`src/rtl/divider_control_unit_pkg.sv`:
```
// Shared types for the divider control path: FSM state encoding and the
// control strobe bundle handed to the shift-subtract datapath.
package divider_control_unit_pkg;

  localparam int DIVIDER_STATE_WIDTH = 3;

  typedef enum logic [DIVIDER_STATE_WIDTH-1:0] {
    IDLE  = 3'd0,
    CLEAR = 3'd1,
    LOAD  = 3'd2,
    SHIFT = 3'd3,
    DONE  = 3'd4,
    STOP  = 3'd5
  } DIVIDER_STATE;

  // Bit order matters: the datapath sees {load, shift, sync_rst, ready, ctrl_stop}.
  typedef struct packed {
    logic load;
    logic shift;
    logic sync_rst;
    logic ready;
    logic ctrl_stop;
  } DIVIDER_CONTROL_SIGNALS;

  localparam logic [4:0] DIVIDER_CTRL_IDLE = 5'b00010;

endpackage

```
`src/rtl/divider_iteration_counter.sv`:
```
// Up-counter with synchronous clear, enable and terminal-count flag.
// Wraps to zero after COUNT_MAX-1. Shared by the divider and sqrt sequencers.
module divider_iteration_counter #(
  parameter int unsigned COUNT_MAX = 16,
  parameter int unsigned COUNT_W   = (COUNT_MAX > 1) ? $clog2(COUNT_MAX) : 1
) (
  input  logic               clk_i,
  input  logic               rst_ni,
  input  logic               clear_i,
  input  logic               enable_i,
  output logic [COUNT_W-1:0] count_o,
  output logic               tc_o
);

  localparam logic [COUNT_W-1:0] LastCount = COUNT_W'(COUNT_MAX - 1);

  logic [COUNT_W-1:0] count_q, count_d;

  assign tc_o    = (count_q == LastCount);
  assign count_o = count_q;

  // Clear wins over enable; enabled count wraps after the terminal value.
  always_comb begin
    count_d = count_q;
    if (clear_i) begin
      count_d = '0;
    end else if (enable_i) begin
      count_d = tc_o ? '0 : count_q + COUNT_W'(1);
    end
  end

  // Count register.
  always_ff @(posedge clk_i or negedge rst_ni) begin
    if (!rst_ni) begin
      count_q <= '0;
    end else begin
      count_q <= count_d;
    end
  end

endmodule

```
`src/rtl/divider_control_unit.sv`:
```
// Sequencer for the shift-subtract divider: clear, load, WORD_LENGTH shift
// iterations, then a one-cycle done. Divide-by-zero or stop_req abort via STOP.
//
// state | meaning
// IDLE  | ready for a new request, waits for start
// CLEAR | sync_rst to datapath, one cycle
// LOAD  | load operands, divisor_is_zero sampled at exit
// SHIFT | one shift/subtract per cycle, WORD_LENGTH cycles
// DONE  | result valid, done pulse
// STOP  | ctrl_stop pulse after abort, back to IDLE
module divider_control_unit
  import divider_control_unit_pkg::*;
#(
  parameter int unsigned WORD_LENGTH = 16
) (
  input  logic                           clk,
  input  logic                           reset,
  input  logic                           start,
  input  logic                           stop_req,
  input  logic                           divisor_is_zero,
  output DIVIDER_CONTROL_SIGNALS         ctrl,
  output logic                           busy,
  output logic                           done,
  output logic [$clog2(WORD_LENGTH)-1:0] iter_count
);

  localparam int unsigned IterW = $clog2(WORD_LENGTH);

  DIVIDER_STATE state_q, state_d;
  logic         iter_tc;
  logic         iter_clear;
  logic         iter_enable;

  // The counter holds zero everywhere except across SHIFT, so it is already
  // zero in LOAD, after completion, and after an abort.
  assign iter_clear  = (state_d != SHIFT);
  assign iter_enable = (state_q == SHIFT);

  divider_iteration_counter #(
    .COUNT_MAX (WORD_LENGTH),
    .COUNT_W   (IterW)
  ) u_iter_cnt (
    .clk_i    (clk),
    .rst_ni   (reset),
    .clear_i  (iter_clear),
    .enable_i (iter_enable),
    .count_o  (iter_count),
    .tc_o     (iter_tc)
  );

  // State register; reset forces IDLE so all Moore outputs follow at once.
  always_ff @(posedge clk or negedge reset) begin
    if (!reset) begin
      state_q <= IDLE;
    end else begin
      state_q <= state_d;
    end
  end

  // Next-state logic; stop_req outranks divide-by-zero and shift completion.
  always_comb begin
    state_d = IDLE;
    case (state_q)
      IDLE:    state_d = start ? CLEAR : IDLE;
      CLEAR:   state_d = stop_req ? STOP : LOAD;
      LOAD:    state_d = (stop_req || divisor_is_zero) ? STOP : SHIFT;
      SHIFT: begin
        if (stop_req) begin
          state_d = STOP;
        end else if (iter_tc) begin
          state_d = DONE;
        end else begin
          state_d = SHIFT;
        end
      end
      DONE:    state_d = IDLE;
      STOP:    state_d = IDLE;
      default: state_d = IDLE;
    endcase
  end

  // Output decode from registered state only.
  always_comb begin
    ctrl = '0;
    busy = 1'b0;
    done = 1'b0;
    case (state_q)
      IDLE:  ctrl.ready = 1'b1;
      CLEAR: begin
        ctrl.sync_rst = 1'b1;
        busy          = 1'b1;
      end
      LOAD: begin
        ctrl.load = 1'b1;
        busy      = 1'b1;
      end
      SHIFT: begin
        ctrl.shift = 1'b1;
        busy       = 1'b1;
      end
      DONE: begin
        ctrl.ready = 1'b1;
        done       = 1'b1;
      end
      STOP: begin
        ctrl.ctrl_stop = 1'b1;
        busy           = 1'b1;
      end
      default: begin
        ctrl = '0;
        busy = 1'b0;
        done = 1'b0;
      end
    endcase
  end

endmodule

```
`config.mk`:
```
export PLATFORM = sky130hd
export DESIGN_NAME = divider_control_unit
export DESIGN_NICKNAME = d
export VERILOG_FILES = /design/src/rtl/divider_control_unit_pkg.sv /design/src/rtl/divider_iteration_counter.sv /design/src/rtl/divider_control_unit.sv
export SDC_FILE = /design/constraint.sdc
export NUM_CORES = 1
export LEC_CHECK = 0
export BUFFER_PORTS_ARGS = -buffer_cell sky130_fd_sc_hd__buf_2
export CORE_AREA = 2 2 39 41
export DETAILED_ROUTE_END_ITERATION = 10
export DIE_AREA = 0 0 41 43
export MAX_ROUTING_LAYER = met4
export SKIP_CTS_REPAIR_TIMING = 1
export SLEW_MARGIN = 30
export SYNTH_ARGS = -nofsm -noshare
export SYNTH_HDL_FRONTEND = slang
export SYNTH_HIERARCHICAL = 1
export SYNTH_SLANG_ARGS = --single-unit
```
`constraint.sdc`:
```
create_clock -name clk -period 2.2 [get_ports clk]
set_input_delay 0.44 -clock clk [delete_from_list [all_inputs] [get_ports clk]]
set_output_delay 0.44 -clock clk [all_outputs]
set_load 0.01 [all_outputs]
```
==> key figures <==
Outcome
  • Outcome: completed

Critical path
  • CP Max Fanout: 9
  • CP Buf/Inv Count: 1
  • R2R Setup Slk: 0.54 ns
  • R2R depth: 5
  • Startpoint Class: flip-flop
  • Crit-path slowest cell: dfrtp_1
  • R2R Path Start: state_q[1]
  • Worst path cell trace: nand2b_1 -> nor2_1 -> buf_2
  • CP endpoint kind: output pin
  • Setup CP Type: reg -> out
  • Worst r2r dst: u_iter_cnt/count_o[3]
  • Crit path DAT: 1.47 ns
  • Worst path depth: 3
  • Top cell family by delay on the critical path: flip-flops
  • CP required: 1.76 ns
  • Max incr delay on CP: 0.53 ns

Layout
  • Finished Core Util: 39.1%
  • Fillers: 142
  • Sequential cell area: 175 µm²
  • Share of cells above drive strength 1: 38.7%
  • Antenna diodes: 0
  • Non-Filler Instances: 78
  • Leading cell type in the layout, fill and taps excluded: buf_2
  • Most frequent cells in the layout: buf_2, dfrtp_1, nor2_1
  • Fin nets: 69
  • P&R area growth vs syn: 20.3%
  • Area of the multi-input gates: 236 µm²

Synthesis
  • Mux cell area share after synthesis: 4.46%
  • Synth top area share: 39.0%
  • Main combinational cell family by area after synthesis: simple AND/OR/NAND/NOR gates
  • Largest cells by area after synthesis: dfrtp_1, buf_6, mux2i_1
  • Adder-Cell Fraction of Synth Area: 2.79%
  • Count of cell types in the netlist: 27
  • #FFs+latches synth: 7
  • Yosys warns: 6
  • Mapped Cells: 46
  • Post-synthesis simple-gate area fraction: 28.4%
  • Complex-gate fraction of the synthesized area: 15.0%
  • Sequential element share of the synthesized area: 39.0%
  • Cell taking the most area after synthesis: dfrtp_1
  • Synthesized area per cell: 9.76 µm²
  • Synth Cell Area: 449 µm²
  • Synth Area in XOR/XNOR: 1.95%
  • Synth Net Count: 52

Floorplanning
  • Die area: 1760 µm²
  • Starting Density: 32.5%
  • Chip width: 41 µm
  • IO Count: 16
  • Die height: 43 µm
  • Row count: 14
  • Core Box Area: 1380 µm²

Global routing
  • Antenna violations before repair: 0
  • Vias in the first global route: 293
  • Overflow left after global routing: 0
  • First-pass GRT wire length: 1.23 mm
  • All-Layer GR Usage: 11.3%
  • Largest net degree at the start of global routing: 10

Clock network
  • Sinks on Clock Net: 7
  • CTS tree: yes
  • CTS H-Tree Depth: 1
  • CTS Buffer Depth: 2
  • Clock tree root driver cell: clkbuf_4
  • Cts bufs inserted: 3
  • Worst-Skew Late Latency: 0.25 ns
  • Clk pin slew, worst setup/hold paths: 0.05 ns

Timing
  • Setup-failing EPs final: 0
  • Slew HR: 75.4%
  • Final setup TNS: 0 ns
  • Period Utilization, post-route: 86.8%
  • RSZ-0062 raised after global routing: no
  • Worst Skew: 0.000243 ns
  • Final slew viol count: 0
  • Max Fclk: 0.523 GHz
  • Final Hold Vio Count: 0
  • Worst slew pin tran: 0.368 ns
  • Tmin final: 1.91 ns

Pwr
  • Pleak: 0.253 nW
  • Register share of total power: 38.4%
  • P_sw: 0.000223 W
  • Switching share of power: 39.9%
  • Peak supply drop: 0.280 mV
  • Pwr Total: 0.000559 W
  • Int Pwr: 0.000336 W
  • Clock network power share: 20.5%
  • Pwr dens: 1030 nW/µm²
  • Combinational fraction of design power: 41.1%

Place
  • PortBufs: 15
  • Placed insts: 74
  • Final Wtd Congestion: 0.706
  • Dpl hpwl: 671 µm

Drt
  • Drt total wl: 876 µm
  • DRT iter0 DRCs: 14
  • Post-DR vias/cell: 4.72
  • DRT Pass-1 Iters: 4
  • Wire per inst: 11.2 µm
  • Final ANT Viol Nets: 0
  • Vias: 368
  • DRC errors left: 0

Flow run
  • Maxcap violations: 0

Worst hold path
  • Min-Delay Path Class: in -> async
Yosys cell counts (all sizes together):
master and instances:
buf 3, nand3b 1, a311oi 1, a21oi 4, or3b 1, mux2i 2, nor3b 2, nand2b 3
nor2 6, a21boi 1, inv 2, o32ai 1, xor2 1, dfrtp 7, ha 1, nor3 2
o21a 1, o21ai 1, nand2 3, and2 1, and3 1, or3 1
flip-flops by register name, indices dropped and copies added, names as in the netlist:
register / count
u_iter_cnt/count_o: 4
state_q: 3
layer usage:
| metal | wire (µm) | GRT usage, % | vias to the layer above |
|---|---|---|---|
| met1 | 426 | 13.6 | 163 |
| met5 | 0 | - | - |
| met2 | 358 | 14.7 | 15 |
| li1 | - | - | 190 |
| met3 | 91 | 4.71 | 0 |
| met4 | 0 | 8.00 | 0 |
how the worst max path moves through the flow:
stage                           from  slack, ns       to
final                     state_q[1]       0.29  ctrl[3]
after global routing      state_q[1]       0.18  ctrl[3]
after CTS                 state_q[1]       0.29  ctrl[3]
after detailed placement  state_q[1]       0.57  ctrl[3]
after global placement    state_q[1]       0.61  ctrl[3]
after floorplan           state_q[2]       0.74  ctrl[3]
worst register-to-register path: stages (launching register included):
cell and delay (ns):
dfrtp_1 0.53, nand2b_1 0.17, nor2_1 0.33, nand2_1 0.11
or3_1 0.31, a21oi_1 0.14
stage by stage:
stage,setup WS [ns],hold WS [ns],cell area (µm²)
after global routing,0.175,0.0144,541
after floorplan,0.740,0.144,449
final,0.290,0.0172,541
after detailed placement,0.565,0.285,514
after global placement,0.605,0.284,514
after CTS,0.288,0.0139,541
logic make-up after synthesis:
family / count (synthesis)
AND/OR/NAND/NOR: 21
AO/OA/AOI/OAI: 9
flip-flops: 7
buffers and inverters: 5
multiplexers: 2
XOR/XNOR: 1
adder cells (fa/ha/maj): 1
area by class of cell:
type                       instances  area share (%)
inverter                           2            1.39
tap                               16            3.70
sequential                         7            32.4
clock buffer                       4            4.86
multi-input combinational         34            43.8
timing repair buffer              15            13.9
power groups by stage:
stage | registers, W | clock network (W) | logic [W]
global placement | 0.000216 | 0 | 0.000229
floorplan | 0.000176 | 0 | 0.000229
CTS | 0.000214 | 0.000121 | 0.000234
global route | 0.000220 | 0.000131 | 0.000260
detailed placement | 0.000216 | 0 | 0.000233
finish | 0.000215 | 0.000114 | 0.000230
Power figures use the tool's default switching activity.
